### src/rtl/lsu_pkg.sv
// Shared encodings for the load/store unit: access sizes, FSM states and
// the alignment rule used to flag bad requests.
package lsu_pkg;

    typedef enum logic [1:0] {
        SZ_B = 2'b00,
        SZ_H = 2'b01,
        SZ_W = 2'b10,
        SZ_X = 2'b11
    } size_t;

    typedef enum logic [1:0] {
        IDLE   = 2'b00,
        ACCESS = 2'b01,
        WRITE  = 2'b10,
        RESP   = 2'b11
    } state_t;

    // Illegal size, or an address that is not naturally aligned for its size.
    function automatic logic access_error(input size_t size, input logic [1:0] offset);
        case (size)
            SZ_B:    access_error = 1'b0;
            SZ_H:    access_error = offset[0];
            SZ_W:    access_error = (offset != 2'b00);
            default: access_error = 1'b1;
        endcase
    endfunction

endpackage

### src/rtl/lsu_align.sv
// Little-endian byte-lane steering: extracts/extends load data from a memory
// word and merges sub-word store data into a memory word.
module lsu_align
    import lsu_pkg::*;
(
    input  logic [31:0] rdata,
    input  logic [1:0]  offset,
    input  size_t       size,
    input  logic        is_unsigned,
    input  logic [31:0] wdata,
    output logic [31:0] load_data,
    output logic [31:0] merged
);

    logic [4:0]  shamt;
    logic [31:0] shifted;

    assign shamt   = {offset, 3'b000};
    assign shifted = rdata >> shamt;

    // NOTE: every output of a combinational block gets a default first, so no
    // path through the case statements can leave it unassigned and infer a latch.
    always_comb begin
        load_data = rdata;
        case (size)
            SZ_B: load_data = is_unsigned ? {24'h0, shifted[7:0]}
                                          : {{24{shifted[7]}}, shifted[7:0]};
            SZ_H: load_data = is_unsigned ? {16'h0, shifted[15:0]}
                                          : {{16{shifted[15]}}, shifted[15:0]};
            default: load_data = rdata;
        endcase
    end

    always_comb begin
        merged = rdata;
        case (size)
            SZ_B:    merged[shamt +: 8]  = wdata[7:0];
            SZ_H:    merged[shamt +: 16] = wdata[15:0];
            default: merged = wdata;
        endcase
    end

endmodule

### src/rtl/lsu.sv
// Single-outstanding load/store unit: accepts one core request, performs a
// word access or a read-modify-write for sub-word stores, then holds the response.
module lsu
    import lsu_pkg::*;
(
    input  logic        clk,
    input  logic        rst,
    input  logic        req_valid,
    output logic        req_ready,
    input  logic        req_we,
    input  logic [1:0]  req_size,
    input  logic        req_unsigned,
    input  logic [31:0] req_addr,
    input  logic [31:0] req_wdata,
    output logic        rsp_valid,
    input  logic        rsp_ready,
    output logic [31:0] rsp_rdata,
    output logic        rsp_err,
    output logic        mem_wen,
    output logic [31:0] mem_addr,
    output logic [31:0] mem_wdata,
    input  logic [31:0] mem_rdata
);

    state_t      state, state_next;
    logic        we_q;
    size_t       size_q;
    logic        unsigned_q;
    logic [31:0] addr_q;
    logic [31:0] wdata_q;
    logic [31:0] merged_q;
    logic [31:0] load_data;
    logic [31:0] merged;
    logic        err;

    assign err = access_error(size_q, addr_q[1:0]);

    lsu_align u_align (
        .rdata       (mem_rdata),
        .offset      (addr_q[1:0]),
        .size        (size_q),
        .is_unsigned (unsigned_q),
        .wdata       (wdata_q),
        .load_data   (load_data),
        .merged      (merged)
    );

    // NOTE: sequential state uses non-blocking assignments so every register
    // samples its inputs from before the edge, independent of statement order.
    always_ff @(posedge clk) begin
        if (rst) state <= IDLE;
        else     state <= state_next;
    end

    always_comb begin
        state_next = state;
        case (state)
            IDLE:    if (req_valid) state_next = ACCESS;
            ACCESS:  state_next = (err || !we_q || size_q == SZ_W) ? RESP : WRITE;
            WRITE:   state_next = RESP;
            RESP:    if (rsp_ready) state_next = IDLE;
            default: state_next = IDLE;
        endcase
    end

    // Outputs are gated by rst so a reset mid-transaction never strobes memory.
    always_comb begin
        req_ready = 1'b0;
        rsp_valid = 1'b0;
        mem_wen   = 1'b0;
        mem_addr  = 32'h0;
        mem_wdata = 32'h0;
        if (!rst) begin
            case (state)
                IDLE:   req_ready = 1'b1;
                ACCESS: begin
                    mem_addr = {addr_q[31:2], 2'b00};
                    if (we_q && !err && size_q == SZ_W) begin
                        mem_wen   = 1'b1;
                        mem_wdata = wdata_q;
                    end
                end
                WRITE: begin
                    mem_addr  = {addr_q[31:2], 2'b00};
                    mem_wen   = 1'b1;
                    mem_wdata = merged_q;
                end
                RESP:    rsp_valid = 1'b1;
                default: ;
            endcase
        end
    end

    always_ff @(posedge clk) begin
        if (rst) begin
            we_q       <= 1'b0;
            size_q     <= SZ_B;
            unsigned_q <= 1'b0;
            addr_q     <= 32'h0;
            wdata_q    <= 32'h0;
            merged_q   <= 32'h0;
            rsp_rdata  <= 32'h0;
            rsp_err    <= 1'b0;
        end else begin
            case (state)
                IDLE: if (req_valid) begin
                    we_q       <= req_we;
                    size_q     <= size_t'(req_size);
                    unsigned_q <= req_unsigned;
                    addr_q     <= req_addr;
                    wdata_q    <= req_wdata;
                end
                ACCESS: begin
                    rsp_err   <= err;
                    rsp_rdata <= (err || we_q) ? 32'h0 : load_data;
                    if (!err && we_q && size_q != SZ_W) merged_q <= merged;
                end
                default: ;
            endcase
        end
    end

endmodule
### config.mk
export PLATFORM = sky130hd
export DESIGN_NAME = lsu
export DESIGN_NICKNAME = d
export VERILOG_FILES = /design/src/rtl/lsu_pkg.sv /design/src/rtl/lsu_align.sv /design/src/rtl/lsu.sv
export SDC_FILE = /design/constraint.sdc
export NUM_CORES = 1
export LEC_CHECK = 0
export CAP_MARGIN = 5
export CORE_UTILIZATION = 46
export CTS_CLUSTER_DIAMETER = 50
export DETAILED_ROUTE_END_ITERATION = 7
export DONT_BUFFER_PORTS = 1
export SYNTH_ARGS = -nofsm -noshare
export SYNTH_HDL_FRONTEND = slang
export SYNTH_SLANG_ARGS = --single-unit
### constraint.sdc
create_clock -name clk -period 8.6 [get_ports clk]
set_clock_uncertainty 0.2 [all_clocks]
set_input_delay 1.72 -clock clk [delete_from_list [all_inputs] [get_ports clk]]
set_output_delay 1.72 -clock clk [all_outputs]
set_load 0.02 [all_outputs]
---- Yosys cells after proc, flatten, opt, wreduce, memory -nomap -nowiden ----
Index checks and enable logic that the tools add are counted.
cells by class
  add/sub/neg operators ................... 1
  $mul .................................... 0
  div/mod/pow operators ................... 0
  $lt $le $gt $ge ......................... 0
  equal/unequal tests ..................... 8
  shift operators ......................... 5
  mux-type cells .......................... 24
  bitwise logic cells ..................... 0
  reductions and logical operators ........ 15
operators with widths
  cell                     number
  $mux 32                  7
  $pmux 32 s2              3
  $bwmux 32                2
  $shift 16x7->32 const A  1
  $shift 8x7->32 const A   1
  $shiftx 16x7->32         1
  $shiftx 8x7->32          1
  $shr 32x5->16            1
  $pmux 2 s4               1
  $mux 1                   7
  $neg 5->7                1
  $eq 2x2->1 const B       3
  $ne 2x2->1 const B       3
  $reduce_and 2->1         3
  $eq 2x1->1 const B       2
  $logic_not 2->1          2
  $mux 2                   2
  $logic_and 1x1->1        3
  $logic_or 1x1->1         3
  $pmux 1 s3               1
  $logic_not 1->1          2
  $pmux 1 s2               1
  $reduce_bool 2->1        1
  $reduce_or 2->1          1
storage, ports and cells
  register bits ........................... 135
  bits in latches ......................... 0
  bits in writable memories ............... 0
  bits in read-only memories .............. 0
  output and inout bits ................... 100
  word-level logic and storage cells ...... 62
  memories kept ........................... 0

---- Logic depth before layout (Yosys ltp) ----
Gate-level depths: netlist of run 1.
  word-level depth ........................ 8
  depth in mapped cells ................... 11
  gate-level depth less buffers ........... 6

---- By module ----
A second synthesis of run 1 with hierarchy kept.
second synthesis, totals
  cells, all modules ...................... 1029
  area, all modules ....................... 7747.4 um^2
modules (own cells, without submodules)
  module     times used  cells each  area an instance (um^2)
  lsu        1           690         5592.9
  lsu_align  1           339         2154.6

---- Least setup slack after synthesis of run 1 ----
Ideal clock, no wire load.
  path type ............................... input to output
  from .................................... input port rst
  to ...................................... output port mem_addr[10]
  arrival ................................. 2.535 ns
  slack ................................... 4.145 ns
  stages on the path ...................... 4
  cell sequence ........................... clkbuf_1 > nor2b_1 > clkbuf_1 > and2_1
on the way
  longest elaborated chain between the ends .. 1
RTL lines
  what                RTL line   source
  start: declaration  lsu.sv:7   input logic rst,
  $mux 32             lsu.sv:73  if (!rst) begin
  end: declaration    lsu.sv:20  output logic [31:0] mem_addr,
No other way between the ends.

---- Worst setup path in the final report of run 1 ----
  from .................................... register addr_q[0]
  to ...................................... output port mem_wdata[8]
on the way
  longest elaborated chain between the ends .. 8
RTL lines
  what                                RTL line       source
  start: declaration                  lsu.sv:29      logic [31:0] addr_q;
  start signal: assignment            lsu.sv:110     addr_q <= req_addr;
  $reduce_bool 2->1                   lsu_pkg.sv:24  SZ_W: access_error = (offset != 2'b00);
  $pmux 1 s3 (*)                      lsu_pkg.sv:21  case (size)
  $logic_not 1->1 (*)                 lsu.sv:78      if (we_q && !err && size_q == SZ_W) begin
  $logic_and 1x1->1 (*) (2 in a row)  lsu.sv:78
  $mux 32 (*)                         lsu.sv:78
  $pmux 32 s2 (*)                     lsu.sv:74      case (state)
  $mux 32 (*)                         lsu.sv:73
  end: declaration                    lsu.sv:21      output logic [31:0] mem_wdata,
Every way passes the cells marked *; elsewhere a longest branch is shown, timed or not.

==> results of run 1 <==
-- kinds of logic (layout without fill, tap and decap cells) --
| kind of cell | Yosys count | after routing | synth area share |
|---|---|---|---|
| simple gates | 316 | 316 | 0.211 |
| compound gates | 257 | 257 | 0.276 |
| flops | 135 | 135 | 0.401 |
| buf+inv | 96 | 56 | 0.0590 |
| mux | 19 | 19 | 0.0316 |
| fa+ha+maj | 11 | 11 | 0.0204 |
| other cells | 1 | 2 | 0.000556 |
-- cells in the mapped netlist (all sizes together) (2+ instances only) --
cell     count  area (um2)
a211oi      22         170
a221o       24         240
ha          11         138
a221oi      28         245
nor3b        6        55.1
and2        31         194
o21bai       2        15.0
a2bb2oi      7        61.3
o221a        8        90.1
and3         4        25.0
o22ai        8        50.1
a21oi       78         390
o32ai        8        70.1
nand2b      11        68.8
and4b        2        20.0
o2bb2ai      8        70.1
mux2i       10         100
nor2b       13        88.8
a22oi       32         240
buf         23         124
and4         2        17.5
inv         15        56.3
mux2         8        90.1
o21ai       17        85.1
nand2      166         623
o221ai       8        70.1
clkbuf      57         214
dfxtp      135        2700
nor2        67         251
nor3        11        55.1
-- worst register-to-register path, cell delays in order (launching register included) --
cell      delay, ps
dfxtp_1        1030
inv_1           280
ha_1            500
nor2b_1         640
and4b_1         410
nand2_1          80
a211oi_1        250
-- through the flow --
stage / util / setup WS (ps)
2_1_floorplan: - / 4140
3_3_place_gp: 0.475 / 3520
3_5_place_dp: 0.475 / 3370
4_1_cts: 0.516 / 2910
5_1_grt: 0.516 / 2540
6_report: 0.516 / 2910
-- power by group --
part | internal, mW | switching [mW] | total [mW]
registers | 0.752 | 0.181 | 0.933
logic | 0.203 | 0.404 | 0.607
clock network | 0.443 | 0.266 | 0.709
total | 1.40 | 0.850 | 2.25
-- layout make-up --
| type | count | area, um2 |
|---|---|---|
| Tap cell | 180 | 225 |
| Multi-Input combinational cell | 605 | 3650 |
| Clock buffer | 26 | 519 |
| Timing Repair Buffer | 8 | 60.1 |
| Clock inverter | 6 | 63.8 |
| Fill cell | 1359 | 6820 |
| Sequential cell | 135 | 2700 |
| Inverter | 16 | 60.1 |
-- sequential cells by signal (all words and copies together), names as in the netlist --
name and cells:
rsp_err 1, addr_q 32, state 2, size_q 2
unsigned_q 1, merged_q 32, we_q 1, wdata_q 32
rsp_rdata 32
-- cell usage in the layout (no fill, tap or decap), types with 10 or more instances in the layout --
cell,synthesis,final
inv_1,15,15
clkbuf_16,0,17
nor3_1,11,11
a21oi_1,78,78
ha_1,11,11
a211oi_1,21,21
nand2b_1,11,11
o21ai_0,17,17
nor2_1,67,67
dfxtp_1,135,135
nor2b_1,12,12
mux2i_1,10,10
a221oi_1,28,28
nand2_1,166,165
and2_1,31,30
a221o_1,24,24
a22oi_1,32,32
-- per-layer routing --
layer,share of wire,routed length (um),global-route usage,vias to the layer above
met1,0.42,8900,0.363,2871
met5,0,0,0,-
met4,0.027,582,0.114,0
met2,0.45,9570,0.441,272
li1,-,-,-,2891
met3,0.10,2140,0.0932,36
-- how the worst max path moves through the flow --
| stage | endpoint | slack (ps) |
|---|---|---|
| 2_1_floorplan | mem_addr[10] | 4140 |
| 5_1_grt | mem_wdata[11] | 2540 |
| 4_1_cts | mem_wdata[11] | 2910 |
| 3_3_place_gp | mem_wdata[0] | 3520 |
| 6_report | mem_wdata[8] | 2910 |
| 3_5_place_dp | mem_wdata[11] | 3370 |
==> summary.txt, run 1 <==
Initial Utilization: 0.478
CTS tree: yes
Reg-to-Reg Start: addr_q[0]$_SDFFE_PP0P_
Tot Pwr: 2.25 mW
worst r2r dst: merged_q[23]$_SDFFE_PP0P_
ratio of final minimum period to clock period: 0.662
ANT nets after route: 0
ant diodes: 0
Synth Cell Area: 6740 um2
DRT iter0 DRCs: 653
Yosys reg bits: 135
fraction of layout cells with a size suffix above 1: 0.0779
Max Fclk: 176 MHz
Post-synth top flop: dfxtp_1
Post-Syn Instances: 835
Cells on Worst Hold Path: 2
GRT Total Usage: 0.284
DRC Markers: 0
CP Depth: 6
first-pass GRT wire length: 32100 um
clock latency on the worst-skew pair: 420 ps
CP max stage cell: and4_1
Hold Path Sink: addr_q[10]$_SDFFE_PP0P_
drt total wl: 21200 um
Via-to-Cell Ratio: 6.22
IO buf count: 0
Sink Count: 135
H-tree Lvls: 4
final RePlAce weighted congestion: 0.898
type of element capturing the critical path: output port
worst-case reg-to-reg path depth: 6
sequential-to-total area share from yosys stat: 0.401
ys async rst share: 0
worst rel slew slack: 0.155
area post-placement: 6690 um2
Buf/Inv on CP: 1
vias in the first global route: 5764
fin cells: 976
NumNets Final: 898
CP top delay family: simple AND/OR/NAND/NOR gates
# IOs: 204
run status: complete, no violations
die height: 123 um
Finished Cell Area: 7280 um2
final-report setup violation count: 0
Hold Path Origin: addr_q[10]$_SDFFE_PP0P_
post-DP HPWL: 15200 um
Final Hold Vio Count: 0
Post-CTS Setup Bufs: 0
Worst path max stage delay: 1040 ps
Leak: 2.51 nW
worst setup path startpoint: addr_q[0]$_SDFFE_PP0P_
Mapped Avg Cell Area: 8.07 um2
initial antenna violation count: 0
vias: 6070
CTS root buffer: clkbuf_16
MaxCap Viol Count: 0
total CTS buffers: 17
Tmin final: 5690 ps
Critical Path AT: 3770 ps
drt wl/cell: 21.7 um
WHS: 249 ps
grt ovf: 0
Worst-path clk slew: 60 ps
Row Count: 43
worst path cell trace: inv_1 > ha_1 > nor2b_1 > and4_1 > a22oi_1 > nor2_1
setup TNS: 0 ps
hold-fix buffers at CTS: 0
Post-synth EDFFs: 0
hold crit path type: reg -> reg
die width: 123 um
r2r setup slk: 5120 ps
synthesis warning total: 0
largest net degree at the start of global routing: 103
placed cell count: 944
crit path kind: reg -> out
clock buffer depth: 2
Final Slew Violations: 0
Area growth syn-to-layout: 7.98%
number of distinct library cells after synthesis: 49
Core Area: 14100 um2
pwr/cell area: 309 nW/um2
Worst Path Max Fanout: 33
Detailed Routing Iterations Pass 1: 5
Data required, critical path: 6680 ps
Worst VDD drop: 186 uV
slew at the pin closest to its max-slew limit: 1270 ps
CTS-repair resized insts: 0
critical path startpoint category: register
RSZ-0062 raised after global routing: false
Die Footprint: 15100 um2
(Power assumes the default switching activity.)
==> inputs of run 2 (changes only) <==
==> constraint.sdc (replaced) <==
create_clock -name clk -period 5.15 [get_ports clk]
set_clock_uncertainty 0.2 [all_clocks]
set_input_delay 1.03 -clock clk [delete_from_list [all_inputs] [get_ports clk]]
set_output_delay 1.03 -clock clk [all_outputs]
set_load 0.02 [all_outputs]
==> summary.txt, run 2 (synthesis results as in run 1) <==
GRT Total Usage: 0.282 (was 0.284)
total CTS buffers: 17 (unchanged)
hold crit path type: reg -> reg (unchanged)
Max Fclk: 231 MHz
Sink Count: 135 (unchanged)
most frequent cells in the layout: nand2_1 (165), dfxtp_1 (135), a21oi_1 (78) (unchanged)
IO buf count: 0 (unchanged)
Row Count: 43 (unchanged)
ant diodes: 0 (unchanged)
placed cell count: 945 (was 944)
fin cells: 977 (was 976)
worst path cell trace: inv_1 > ha_1 > nor2b_1 > and4_1 > buf_4 > a22oi_1 > nor2_1 (was inv_1 > ha_1 > nor2b_1 > and4_1 > a22oi_1 > nor2_1)
DRT iter0 DRCs: 464 (was 653)
post-DP HPWL: 15100 um (was 15200 um)
Multi-input gate area: 3650 um2 (unchanged)
crit path kind: reg -> out (unchanged)
Data required, critical path: 3920 ps (was 6680 ps)
most common cell after layout, fill and taps aside: nand2_1 (unchanged)
final RePlAce weighted congestion: 0.892 (was 0.898)
drt total wl: 21200 um (about the same)
die width: 123 um (unchanged)
initial antenna violation count: 0 (unchanged)
first-pass GRT wire length: 32000 um (was 32100 um)
worst rel slew slack: 0.163 (was 0.155)
Worst VDD drop: 292 uV (was 186 uV)
Cells on Worst Hold Path: 2 (unchanged)
CP max stage cell: dfxtp_1 (was and4_1)
area occupied by registers: 2700 um2 (unchanged)
grt ovf: 0 (unchanged)
worst-case reg-to-reg path depth: 5 (was 6)
Detailed Routing Iterations Pass 1: 5 (unchanged)
hold-fix buffers at CTS: 0 (unchanged)
largest net degree at the start of global routing: 103 (unchanged)
Tmin final: 4340 ps
NumNets Final: 899 (was 898)
vias in the first global route: 5601 (was 5764)
# IOs: 204 (unchanged)
ratio of final minimum period to clock period: 0.842
drt wl/cell: 21.7 um (about the same)
ANT nets after route: 0 (unchanged)
CTS root buffer: clkbuf_16 (unchanged)
Fillers: 1385 (was 1359)
fraction of layout cells with a size suffix above 1: 0.0816 (was 0.0779)
clock latency on the worst-skew pair: 410 ps (was 420 ps)
MaxCap Viol Count: 0 (unchanged)
H-tree Lvls: 4 (unchanged)
Leak: 2.52 nW (was 2.51 nW)
WHS: 249 ps (about the same)
CTS tree: yes (unchanged)
run status: complete, no violations (unchanged)
RSZ-0062 raised after global routing: false (unchanged)
Final Hold Vio Count: 0 (unchanged)
final-report setup violation count: 0 (unchanged)
DRC Markers: 0 (unchanged)
CTS-repair resized insts: 0 (unchanged)
type of element capturing the critical path: output port (unchanged)
Final Slew Violations: 0 (unchanged)
slew at the pin closest to its max-slew limit: 1250 ps (was 1270 ps)
dpl ws: 1280 ps (was 3370 ps)
setup TNS: 0 ps (unchanged)
vias: 6100 (was 6070)
Post-CTS Setup Bufs: 0 (unchanged)
Critical Path AT: 3110 ps (was 3770 ps)
setup ws final: 814 ps (was 2910 ps)
Die Footprint: 15100 um2 (unchanged)
Via-to-Cell Ratio: 6.24 (was 6.22)
Worst-path clk slew: 60 ps (about the same)
Worst Path Max Fanout: 33 (unchanged)
Worst path max stage delay: 920 ps (was 1040 ps)
Area growth syn-to-layout: 8.08% (was 7.98%)
critical path startpoint category: register (unchanged)
Initial Utilization: 0.478 (unchanged)
die height: 123 um (unchanged)
clock buffer depth: 2 (unchanged)
Core Area: 14100 um2 (unchanged)
pwr/cell area: 517 nW/um2 (was 309 nW/um2)
==> run 2: changes by cell type in the layout (fill, tap and decap cells not counted), sizes merged <==
cell | previous run | this run
inv | 15 | 16
clkinv | 4 | 7
clkinvlp | 2 | 3
clkbuf | 26 | 20
bufinv | 1 | 2
buf | 8 | 9
==> run 2: path summary, 6_finish.rpt <==
check,end,slack (ps),start
hold / removal,addr_q[9]$_SDFFE_PP0P_,250,addr_q[9]$_SDFFE_PP0P_
setup reg to reg,merged_q[17]$_SDFFE_PP0P_,1780,addr_q[1]$_SDFFE_PP0P_
setup / recovery,mem_wdata[11],810,addr_q[1]$_SDFFE_PP0P_
hold reg to reg,addr_q[9]$_SDFFE_PP0P_,250,addr_q[9]$_SDFFE_PP0P_
==> run 2: critical path, delay by kind of cell, from the launching register on <==
| kind | cells | cell delay [ps] |
|---|---|---|
| and+or+nand+nor | 3 | 620 |
| DFF | 1 | 920 |
| AOI/OAI and AO/OA | 1 | 240 |
| adders and majority gates | 1 | 430 |
| buffers and inverters | 2 | 470 |
==> run 2: layer usage <==
layer  share of wire  global-route usage  vias to the layer above
li1                -                   -                     2895
met1            0.44               0.371                     2906
met2            0.45               0.438                      268
met3           0.085              0.0826                       31
met4           0.023              0.0979                        0
met5               0                   0                        -
==> run 2: area by class of cell <==
cell class | count | area share
Clock buffer | 20 | 0.0627
Clock inverter | 12 | 0.0172
Inverter | 16 | 0.00825
Multi-Input combinational cell | 605 | 0.501
Sequential cell | 135 | 0.371
Tap cell | 180 | 0.0309
Timing Repair Buffer | 9 | 0.00928
==> run 2: through the flow <==
step           power [mW]   util  area [um2]
6_report             3.77  0.517        7280
5_1_grt              3.98  0.517        7280
4_1_cts              3.78  0.517        7280
3_5_place_dp         2.59  0.475        6700
3_3_place_gp         2.55  0.475        6700
2_1_floorplan        2.33      -        6740
==> run 2: where the power goes <==
part	total [mW]	switching (mW)	internal, mW
Sequential	1.55	0.292	1.26
Combinational	1.03	0.682	0.344
Clock	1.19	0.457	0.735
==> inputs of run 3 (changes only) <==
==> constraint.sdc (replaced) <==
create_clock -name clk -period 4.1 [get_ports clk]
set_clock_uncertainty 0.2 [all_clocks]
set_input_delay 0.82 -clock clk [delete_from_list [all_inputs] [get_ports clk]]
set_output_delay 0.82 -clock clk [all_outputs]
set_load 0.02 [all_outputs]
==> summary.txt, run 3 (synthesis results as in run 1) <==
first-pass GRT wire length: 33200 um (was 32000 um)
crit path kind: reg -> out (unchanged)
ratio of final minimum period to clock period: 0.826
Reg-to-Reg Start: size_q[0]$_SDFFE_PP0P_ (was addr_q[1]$_SDFFE_PP0P_)
vias in the first global route: 5902 (was 5601)
initial antenna violation count: 1 (was 0)
ANT nets after route: 0 (unchanged)
hold crit path type: reg -> reg (unchanged)
most common cell after layout, fill and taps aside: nand2_1 (unchanged)
NumNets Final: 936 (was 899)
Hold Path Sink: addr_q[4]$_SDFFE_PP0P_ (was addr_q[9]$_SDFFE_PP0P_)
Max Fclk: 295 MHz
run status: complete, no violations (unchanged)
Via-to-Cell Ratio: 6.15 (was 6.24)
Detailed Routing Iterations Pass 1: 5 (unchanged)
CTS tree: yes (unchanged)
Worst path max stage delay: 440 ps (was 920 ps)
drt wl/cell: 21.2 um (was 21.7 um)
RSZ-0062 raised after global routing: false (unchanged)
MaxCap Viol Count: 0 (unchanged)
DRT iter0 DRCs: 525 (was 464)
register share of total power: 0.381 (was 0.411)
final-report setup violation count: 0 (unchanged)
clock latency on the worst-skew pair: 430 ps (was 410 ps)
pwr/cell area: 655 nW/um2 (was 517 nW/um2)
Area growth syn-to-layout: 13.9% (was 8.08%)
type of element capturing the critical path: output port (unchanged)
IO buf count: 0 (unchanged)
Sink Count: 135 (unchanged)
clock network power share: 0.350 (was 0.317)
largest net degree at the start of global routing: 103 (unchanged)
Core Area: 14100 um2 (unchanged)
Final Slew Violations: 0 (unchanged)
hold-fix buffers at CTS: 0 (unchanged)
worst r2r dst: merged_q[17]$_SDFFE_PP0P_ (unchanged)
Post-CTS Setup Bufs: 0 (unchanged)
clock buffer depth: 2 (unchanged)
Net Sw Frac: 0.369 (was 0.380)
Final Hold Vio Count: 0 (unchanged)
Initial Utilization: 0.478 (unchanged)
drt total wl: 21500 um (was 21200 um)
Int Power: 3.17 mW (was 2.33 mW)
final RePlAce weighted congestion: 0.872 (was 0.892)
Die Footprint: 15100 um2 (unchanged)
worst-case reg-to-reg path depth: 4 (was 5)
Critical Path AT: 2370 ps (was 3110 ps)
CTS-repair resized insts: 0 (unchanged)
Cells on Worst Hold Path: 2 (unchanged)
Worst VDD drop: 475 uV (was 292 uV)
CP max stage cell: ha_1 (was dfxtp_1)
Worst Path Max Fanout: 33 (unchanged)
fin cells: 1015 (was 977)
worst rel slew slack: 0.161 (was 0.163)
grt ovf: 0 (unchanged)
DRC Markers: 0 (unchanged)
Leak: 2.77 nW (was 2.52 nW)
die height: 123 um (unchanged)
Worst-path clk slew: 60 ps (about the same)
switching pwr: 1.86 mW (was 1.43 mW)
r2r setup slk: 1310 ps (was 1780 ps)
met1 usage: 0.382 (was 0.371)
logic gate share of total power: 0.269 (was 0.272)
# IOs: 204 (unchanged)
critical path startpoint category: register (unchanged)
CTS root buffer: clkbuf_16 (unchanged)
die width: 123 um (unchanged)
Hold Path Origin: addr_q[4]$_SDFFE_PP0P_ (was addr_q[9]$_SDFFE_PP0P_)
slew at the pin closest to its max-slew limit: 1260 ps (was 1250 ps)
worst path cell trace: inv_1 > ha_1 > and4_1 > buf_4 > a22oi_1 > nor2_1 > buf_4 (was inv_1 > ha_1 > nor2b_1 > and4_1 > buf_4 > a22oi_1 > nor2_1)
most frequent cells in the layout: nand2_1 (165), dfxtp_1 (135), a21oi_1 (78) (unchanged)
CP most frequent cell: buf_4
placed cell count: 981 (was 945)
vias: 6246 (was 6100)
GRT Total Usage: 0.292 (was 0.282)
Row Count: 43 (unchanged)
GR Util met3: 0.0761 (was 0.0826)
fraction of layout cells with a size suffix above 1: 0.124 (was 0.0816)
post-DP HPWL: 15100 um (about the same)
Data required, critical path: 3080 ps (was 3920 ps)
Tmin final: 3390 ps
setup TNS: 0 ps (unchanged)
gr busiest metal: met2 (unchanged)
Tot Pwr: 5.03 mW (was 3.77 mW)
met2 Resource Use GR: 0.455 (was 0.438)
total CTS buffers: 17 (unchanged)
H-tree Lvls: 4 (unchanged)
-- run 3: cell types whose count changed in the layout (fill, tap and decap cells not counted), sizes merged --
cell,change
diode,+1
inv,+2
clkinv,-2
buf,+37
clkinvlp,-3
bufinv,+3
-- run 3: worst max-delay path: cells and delay by family, from the launching register on --
kind                     cells  cell delay (ps)
buffers and inverters        3              600
adder cells (fa/ha/maj)      1              440
AND/OR/NAND/NOR              2              380
AO/OA/AOI/OAI                1              130
flip-flops                   1              340
-- run 3: how the worst max path moves through the flow --
stage                     depth (start not counted)             to  slack [ps]              startpoint
after floorplan                                  11  mem_wdata[22]         770  addr_q[0]$_SDFFE_PP0P_
after global placement                            7  mem_wdata[27]        1250   state[1]$_SDFFE_PP0P_
after detailed placement                          7  mem_wdata[31]        1150   state[1]$_SDFFE_PP0P_
after CTS                                         7  mem_wdata[31]         690   state[1]$_SDFFE_PP0P_
after global routing                              7   mem_wdata[4]         500   state[1]$_SDFFE_PP0P_
final                                             7  mem_wdata[11]         710   state[1]$_SDFFE_PP0P_
-- run 3: layout make-up --
cell class | instances | area, um2
antenna | 1 | 2.50
clock buffer | 20 | 467
clock inverter | 12 | 214
fill | 1343 | 6420
inverter | 16 | 60.1
multi-input combinational | 605 | 3650
sequential | 135 | 2700
tap | 180 | 225
timing repair buffer | 46 | 358
-- run 3: per-layer routing --
| layer | part of all wire | routed length (um) | vias up |
|---|---|---|---|
| met5 | 0 | 0 | - |
| met4 | 0.030 | 637 | 0 |
| met3 | 0.076 | 1630 | 40 |
| met2 | 0.46 | 9820 | 258 |
| met1 | 0.44 | 9450 | 2984 |
| li1 | - | - | 2964 |
-- run 3: per-stage QoR --
step | setup WS [ps] | cell area [um2] | util | hold slack [ps]
floorplan | 765 | 6740 | - | 232
global placement | 1250 | 6970 | 0.495 | 232
detailed placement | 1150 | 6970 | 0.495 | 237
CTS | 688 | 7650 | 0.543 | 245
global route | 504 | 7670 | 0.544 | 246
finish | 712 | 7670 | 0.544 | 246
-- run 3: power by group through the flow --
stage	registers [mW]	logic [mW]	clock network [mW]
floorplan	1.84	1.09	0
global placement	1.93	1.29	0
detailed placement	1.94	1.33	0
CTS	1.91	1.33	1.78
global route	1.95	1.51	1.84
finish	1.91	1.35	1.76
